**src/rtl/power_sequencer.sv**
```systemverilog
// Rail power sequencer: ordered power-up with a per-step good timeout, timed reverse power-down,
// and latched all-rails-off fault shutdown. Define SEQ_FAULT_CLEAR_EN to add i_faultClear.
module power_sequencer #(
    parameter int unsigned NUM_RAILS       = 4,
    parameter int unsigned STEP_TIMEOUT    = 4000,
    parameter int unsigned POWERDOWN_DELAY = 100
) (
    input  logic                 i_clk,
    input  logic                 i_resetN,
    input  logic                 i_start,
    input  logic [NUM_RAILS-1:0] i_railGood,
    input  logic [NUM_RAILS-1:0] i_railFault,
`ifdef SEQ_FAULT_CLEAR_EN
    input  logic                 i_faultClear,
`endif
    output logic [NUM_RAILS-1:0] o_railEnable,
    output logic                 o_allGood,
    output logic                 o_busy,
    output logic                 o_fault,
    output logic [2:0]           o_faultRail,
    output logic                 o_faultTimeout
);

    localparam int unsigned TIMER_W = 12;
    localparam int unsigned IDX_W   = 3;

    localparam logic [TIMER_W-1:0]   TIMER_MAX  = '1;
    localparam logic [TIMER_W-1:0]   STEP_LIMIT = TIMER_W'(STEP_TIMEOUT);
    localparam logic [TIMER_W-1:0]   DOWN_LIMIT = TIMER_W'(POWERDOWN_DELAY);
    localparam logic [IDX_W-1:0]     LAST_IDX   = IDX_W'(NUM_RAILS - 1);
    localparam logic [NUM_RAILS-1:0] RAIL0      = NUM_RAILS'(1);

    typedef enum logic [2:0] {
        IDLE,
        POWER_UP,
        RUNNING,
        POWER_DOWN,
        FAULT
    } seqState_e;

    seqState_e            state;
    logic [IDX_W-1:0]     stepIdx;
    logic [TIMER_W-1:0]   timer;

    logic [TIMER_W-1:0]   timerInc;
    logic [NUM_RAILS-1:0] stepMask;
    logic                 stepGood;
    logic [NUM_RAILS-1:0] faultMask;
    logic [NUM_RAILS-1:0] runMask;

    // Enables are always a contiguous run from rail 0, so dropping the top set bit sheds the last rail.
    function automatic logic [NUM_RAILS-1:0] clearHighest(input logic [NUM_RAILS-1:0] v);
        logic [NUM_RAILS-1:0] r;
        logic                 done;
        r    = v;
        done = 1'b0;
        for (int i = int'(NUM_RAILS) - 1; i >= 0; i--) begin
            if (!done && v[i]) begin
                r[i] = 1'b0;
                done = 1'b1;
            end
        end
        return r;
    endfunction

    function automatic logic [IDX_W-1:0] lowestIdx(input logic [NUM_RAILS-1:0] v);
        logic [IDX_W-1:0] idx;
        idx = '0;
        for (int i = int'(NUM_RAILS) - 1; i >= 0; i--) begin
            if (v[i]) idx = IDX_W'(i);
        end
        return idx;
    endfunction

    assign timerInc  = (timer == TIMER_MAX) ? timer : timer + TIMER_W'(1);
    assign stepMask  = RAIL0 << stepIdx;
    assign stepGood  = |(i_railGood & stepMask);
    assign faultMask = i_railFault & o_railEnable;
    assign runMask   = faultMask | ~i_railGood;

    // Sequencer state and registered outputs; priority is fault > timeout > stop > advance.
    always_ff @(posedge i_clk or negedge i_resetN) begin
        if (!i_resetN) begin
            state          <= IDLE;
            stepIdx        <= '0;
            timer          <= '0;
            o_railEnable   <= '0;
            o_allGood      <= 1'b0;
            o_busy         <= 1'b0;
            o_fault        <= 1'b0;
            o_faultRail    <= '0;
            o_faultTimeout <= 1'b0;
        end else begin
            case (state)
                IDLE: begin
                    if (i_start) begin
                        state        <= POWER_UP;
                        stepIdx      <= '0;
                        timer        <= '0;
                        o_railEnable <= RAIL0;
                        o_busy       <= 1'b1;
                    end
                end

                POWER_UP: begin
                    timer <= timerInc;
                    if (|faultMask) begin
                        state          <= FAULT;
                        o_railEnable   <= '0;
                        o_busy         <= 1'b0;
                        o_fault        <= 1'b1;
                        o_faultRail    <= lowestIdx(faultMask);
                        o_faultTimeout <= 1'b0;
                    end else if (!stepGood && (timerInc >= STEP_LIMIT)) begin
                        state          <= FAULT;
                        o_railEnable   <= '0;
                        o_busy         <= 1'b0;
                        o_fault        <= 1'b1;
                        o_faultRail    <= stepIdx;
                        o_faultTimeout <= 1'b1;
                    end else if (!i_start) begin
                        state        <= POWER_DOWN;
                        o_railEnable <= clearHighest(o_railEnable);
                        timer        <= '0;
                    end else if (stepGood) begin
                        if (stepIdx == LAST_IDX) begin
                            state     <= RUNNING;
                            o_busy    <= 1'b0;
                            o_allGood <= 1'b1;
                        end else begin
                            stepIdx      <= stepIdx + IDX_W'(1);
                            timer        <= '0;
                            o_railEnable <= o_railEnable | (stepMask << 1);
                        end
                    end
                end

                RUNNING: begin
                    if (|runMask) begin
                        state          <= FAULT;
                        o_railEnable   <= '0;
                        o_allGood      <= 1'b0;
                        o_fault        <= 1'b1;
                        o_faultRail    <= lowestIdx(runMask);
                        o_faultTimeout <= 1'b0;
                    end else if (!i_start) begin
                        state        <= POWER_DOWN;
                        o_railEnable <= clearHighest(o_railEnable);
                        o_allGood    <= 1'b0;
                        o_busy       <= 1'b1;
                        timer        <= '0;
                    end
                end

                POWER_DOWN: begin
                    if (|faultMask) begin
                        state          <= FAULT;
                        o_railEnable   <= '0;
                        o_busy         <= 1'b0;
                        o_fault        <= 1'b1;
                        o_faultRail    <= lowestIdx(faultMask);
                        o_faultTimeout <= 1'b0;
                    end else if (timerInc >= DOWN_LIMIT) begin
                        timer <= '0;
                        if (o_railEnable == '0) begin
                            state  <= IDLE;
                            o_busy <= 1'b0;
                        end else begin
                            o_railEnable <= clearHighest(o_railEnable);
                        end
                    end else begin
                        timer <= timerInc;
                    end
                end

                FAULT: begin
`ifdef SEQ_FAULT_CLEAR_EN
                    if (i_faultClear && !i_start) begin
                        state          <= IDLE;
                        o_fault        <= 1'b0;
                        o_faultRail    <= '0;
                        o_faultTimeout <= 1'b0;
                    end
`endif
                end

                default: state <= IDLE;
            endcase
        end
    end

endmodule

```
**config.mk**
```make
export PLATFORM = sky130hd
export DESIGN_NAME = power_sequencer
export DESIGN_NICKNAME = d
export VERILOG_FILES = /design/src/rtl/power_sequencer.sv
export SDC_FILE = /design/constraint.sdc
export NUM_CORES = 1
export LEC_CHECK = 0
export CORE_UTILIZATION = 60
export CTS_BUF_LIST = sky130_fd_sc_hd__clkbuf_8
export DETAILED_ROUTE_END_ITERATION = 10
export DONT_BUFFER_PORTS = 1
export GPL_TIMING_DRIVEN = 1
export PLACE_DENSITY_LB_ADDON = 0.12
export SYNTH_ARGS = -nofsm -noshare
export SYNTH_HDL_FRONTEND = slang
export SYNTH_SLANG_ARGS = --single-unit
```
**constraint.sdc**
```tcl
create_clock -name i_clk -period 3.1 [get_ports i_clk]
set_input_delay 0.62 -clock i_clk [delete_from_list [all_inputs] [get_ports i_clk]]
set_output_delay 0.62 -clock i_clk [all_outputs]
set_load 0.005 [all_outputs]
```
==> impl_results.md <==
* Final wirelength at 5.442 mm
* Seq/Total Area, Yosys at 0.3196
* Die Span X at 63.52 um
* FF-to-FF Start: stepIdx[0]
* Hold_buf cts at 0
* Worst-path clk slew at 0.07 ns
* Share of layout cells above drive strength 1 at 0.1603
* RR Endpoint: o_faultRail[1]
* Worst-path maximum fanout at 7
* Fin crit share at 0.9167
* Site Rows at 21
* Cells after synthesis at 262
* Synth Flop Type: dfrtp_1
* GRT Total Usage at 0.2943
* Clk_lat worst skew at 0.28 ns
* CP endpoint kind: register
* Total number of yosys warnings at 0
* I/O pins at 22
* Initial antenna violation count at 0
* Leak at 0.9783 nW
* Post-synth net total at 279
* CTS buffer count at 5
* ANT cells at 0
* Seq cells post-synth at 29
* Max Freq at between 0.3 and 0.4 GHz
* WL/cell at 17.67 um
* Reg2reg path depth at 8
* Hpwl dp at between 3 and 4 mm
* Crit Path Class: register to register
* Count leader, synth: dfrtp_1
* Final Hold Fails at 0
* Pin count of the biggest net entering global routing at 30
* Die area at between 4000 and 5000 um^2
* Final Instance Area at 2384 um^2
* Routed vias/inst at 6.753
* Worst Path Arrival at 3.00 ns
* Pwr dens at between 300 and 400 nW/um^2
* Synth top area share at 0.3196
* Total power at roughly 0.74 mW
* Most frequent cells after synthesis: dfrtp_1 (29), nand2_1 (26), a21oi_1 (23)
* Routed Antenna Nets at 0
* Final Worst Setup Slack at between 0.2 and 0.3 ns
* Tmin final at 2.842 ns
* Gpl congestion at roughly 1
* IO Port Bufs at 0
* CTS Sinks at 29
* Pins over their slew limit at 0
* Setup WS pre-CTS at 0.1006 ns
* Endpoints failing setup at 0
* Outcome: complete, no violations
* TNS Setup at 0 ns
* Synth cell types at 68
* Max cap viols at 0
* Reg2reg setup slack at ~0.26 ns
* Synth top area cells: dfrtp_1 (32%), a21oi_1 (5.1%), o21ai_0 (4.4%)
* Post-DP Area at 2273 um^2
* Async set-reset flop share out of synthesis at 1.000
* Synthesized area per cell at slightly below 9 um^2
* 1st-iter DRT viols at 275
* Iteration count of the initial detailed-routing pass at 5
* Final #Nets at 278
* Root buf cell: clkbuf_8
* Min-Delay Path Class: input port to asynchronous set/reset pin
* Die Span Y at 63.52 um
* First-pass GRT wire length at 9.246 mm
* Overflow left after global routing at 0
* Starting Density at 0.6548
* CP startpoint kind: register
* Core area at 3468 um^2
* Mapped cell area at between 2000 and 2500 um^2
* Vias in the first global route at 1902
* CP required at 3.26 ns
* Syn-to-layout area delta at 4.959%
* Number of flops mapped to enable cells by yosys at 0
* Via count at 2080
* CTS tree: done
* DRC Markers at 0
* Clock skew at 0.01034 ns
* RSZ-0062 raised after global routing: no
* Worst ir drop on vdd at 0.0002939 V
* Max clock buf depth at 2
* Slew margin rel. at 0.6682
* Worst slew pin tran at 0.4935 ns
* Fillers at between 300 and 400
* Max H-tree Level at 2
* Largest area contributor in the synthesized netlist: dfrtp_1
[metrics by stage]
step / util / hold slack (ns) / cells
2_1_floorplan: - / 0.3244 / 262
4_1_cts: 0.6847 / 0.01981 / 307
5_1_grt: 0.6872 / 0.009240 / 308
3_5_place_dp: 0.6555 / 0.3250 / 299
3_3_place_gp: 0.6555 / 0.3250 / 299
6_report: 0.6872 / 0.02275 / 308
[worst max-delay path, stage by stage (launching register included)]
cell and delay (ns):
dfrtp_1 0.44, inv_1 0.11, ha_1 0.23, a222oi_1 0.39
o21ai_1 0.21, a2111oi_4 0.29, a21boi_2 0.14, or4_4 0.60
mux2_4 0.32
[area by class of cell]
cell class / count / area (um^2) / area share
clock buffers: 7 / 96.34 / 0.04042
clock inverters: 1 / 5.005 / 0.002100
inverters: 13 / 48.80 / 0.02047
multi-input cells: 201 / 1366 / 0.5732
flip-flops and latches: 29 / 726.9 / 0.3050
well taps: 46 / 57.56 / 0.02415
repair buffers: 11 / 82.58 / 0.03465
[registers in the layout (all words and copies together), names as in the netlist]
register / cells
o_railEnable: 4
state: 3
stepIdx: 3
timer: 12
o_faultRail: 3
o_fault: 1
o_faultTimeout: 1
o_busy: 1
o_allGood: 1
[layer usage]
| metal | track usage | wire length [um] | vias up | share of wire |
|---|---|---|---|---|
| met5 | 0 | 0 | - | 0 |
| met4 | 0.08523 | 53 | 0 | 0.0097 |
| met3 | 0.07246 | 533 | 8 | 0.098 |
| met2 | 0.4109 | 2321 | 122 | 0.43 |
| met1 | 0.4410 | 2534 | 967 | 0.47 |
| li1 | - | - | 983 | - |
[cells by family after synthesis]
kind of cell / after synthesis / synth area share
buf+inv: 32 / 0.07879
xor+xnor: 1 / 0.003857
flops: 29 / 0.3196
fa+ha+maj: 6 / 0.03306
compound gates: 94 / 0.2920
mux: 9 / 0.04407
simple gates: 91 / 0.2287
[power by group]
group          internal, mW  switching (mW)  total (mW)
Sequential            0.379         0.00101       0.380
Combinational       0.00574          0.0112      0.0169
Clock                 0.200           0.147       0.347
[repair_timing]
item	4_1_cts	5_1_grt
gates resized for setup	0	2
endpoints found under the setup margin	0	9
setup buffers	0	1
[worst max path at each step]
stage / depth (start not counted) / endpoint / slack [ns] / startpoint
6_report: 8 / o_faultRail[1] / 0.26 / stepIdx[0]
5_1_grt: 8 / o_faultRail[0] / 0.07 / timer[3]
4_1_cts: 10 / timer[8] / 0.08 / stepIdx[0]
3_5_place_dp: 9 / o_faultRail[0] / 0.10 / stepIdx[0]
3_3_place_gp: 9 / o_faultRail[0] / 0.22 / stepIdx[0]
2_1_floorplan: 9 / o_faultRail[1] / 0.34 / stepIdx[0]
[placed cells by master, fill, tap and decap left out, types with 4 or more instances in the layout]
| cell | count |
|---|---|
| clkbuf_8 | 7 |
| mux2_2 | 4 |
| nand3_1 | 6 |
| a211o_1 | 4 |
| buf_4 | 11 |
| ha_1 | 6 |
| nand2_1 | 26 |
| a31oi_1 | 5 |
| a21oi_1 | 23 |
| o21ai_0 | 19 |
| nor2_1 | 11 |
| dfrtp_1 | 28 |
| inv_1 | 13 |
| and3_1 | 5 |
| nor4_1 | 4 |
| nand4_1 | 6 |
| mux2i_1 | 4 |
| nand2b_1 | 4 |
Power figures use the tool's default switching activity.
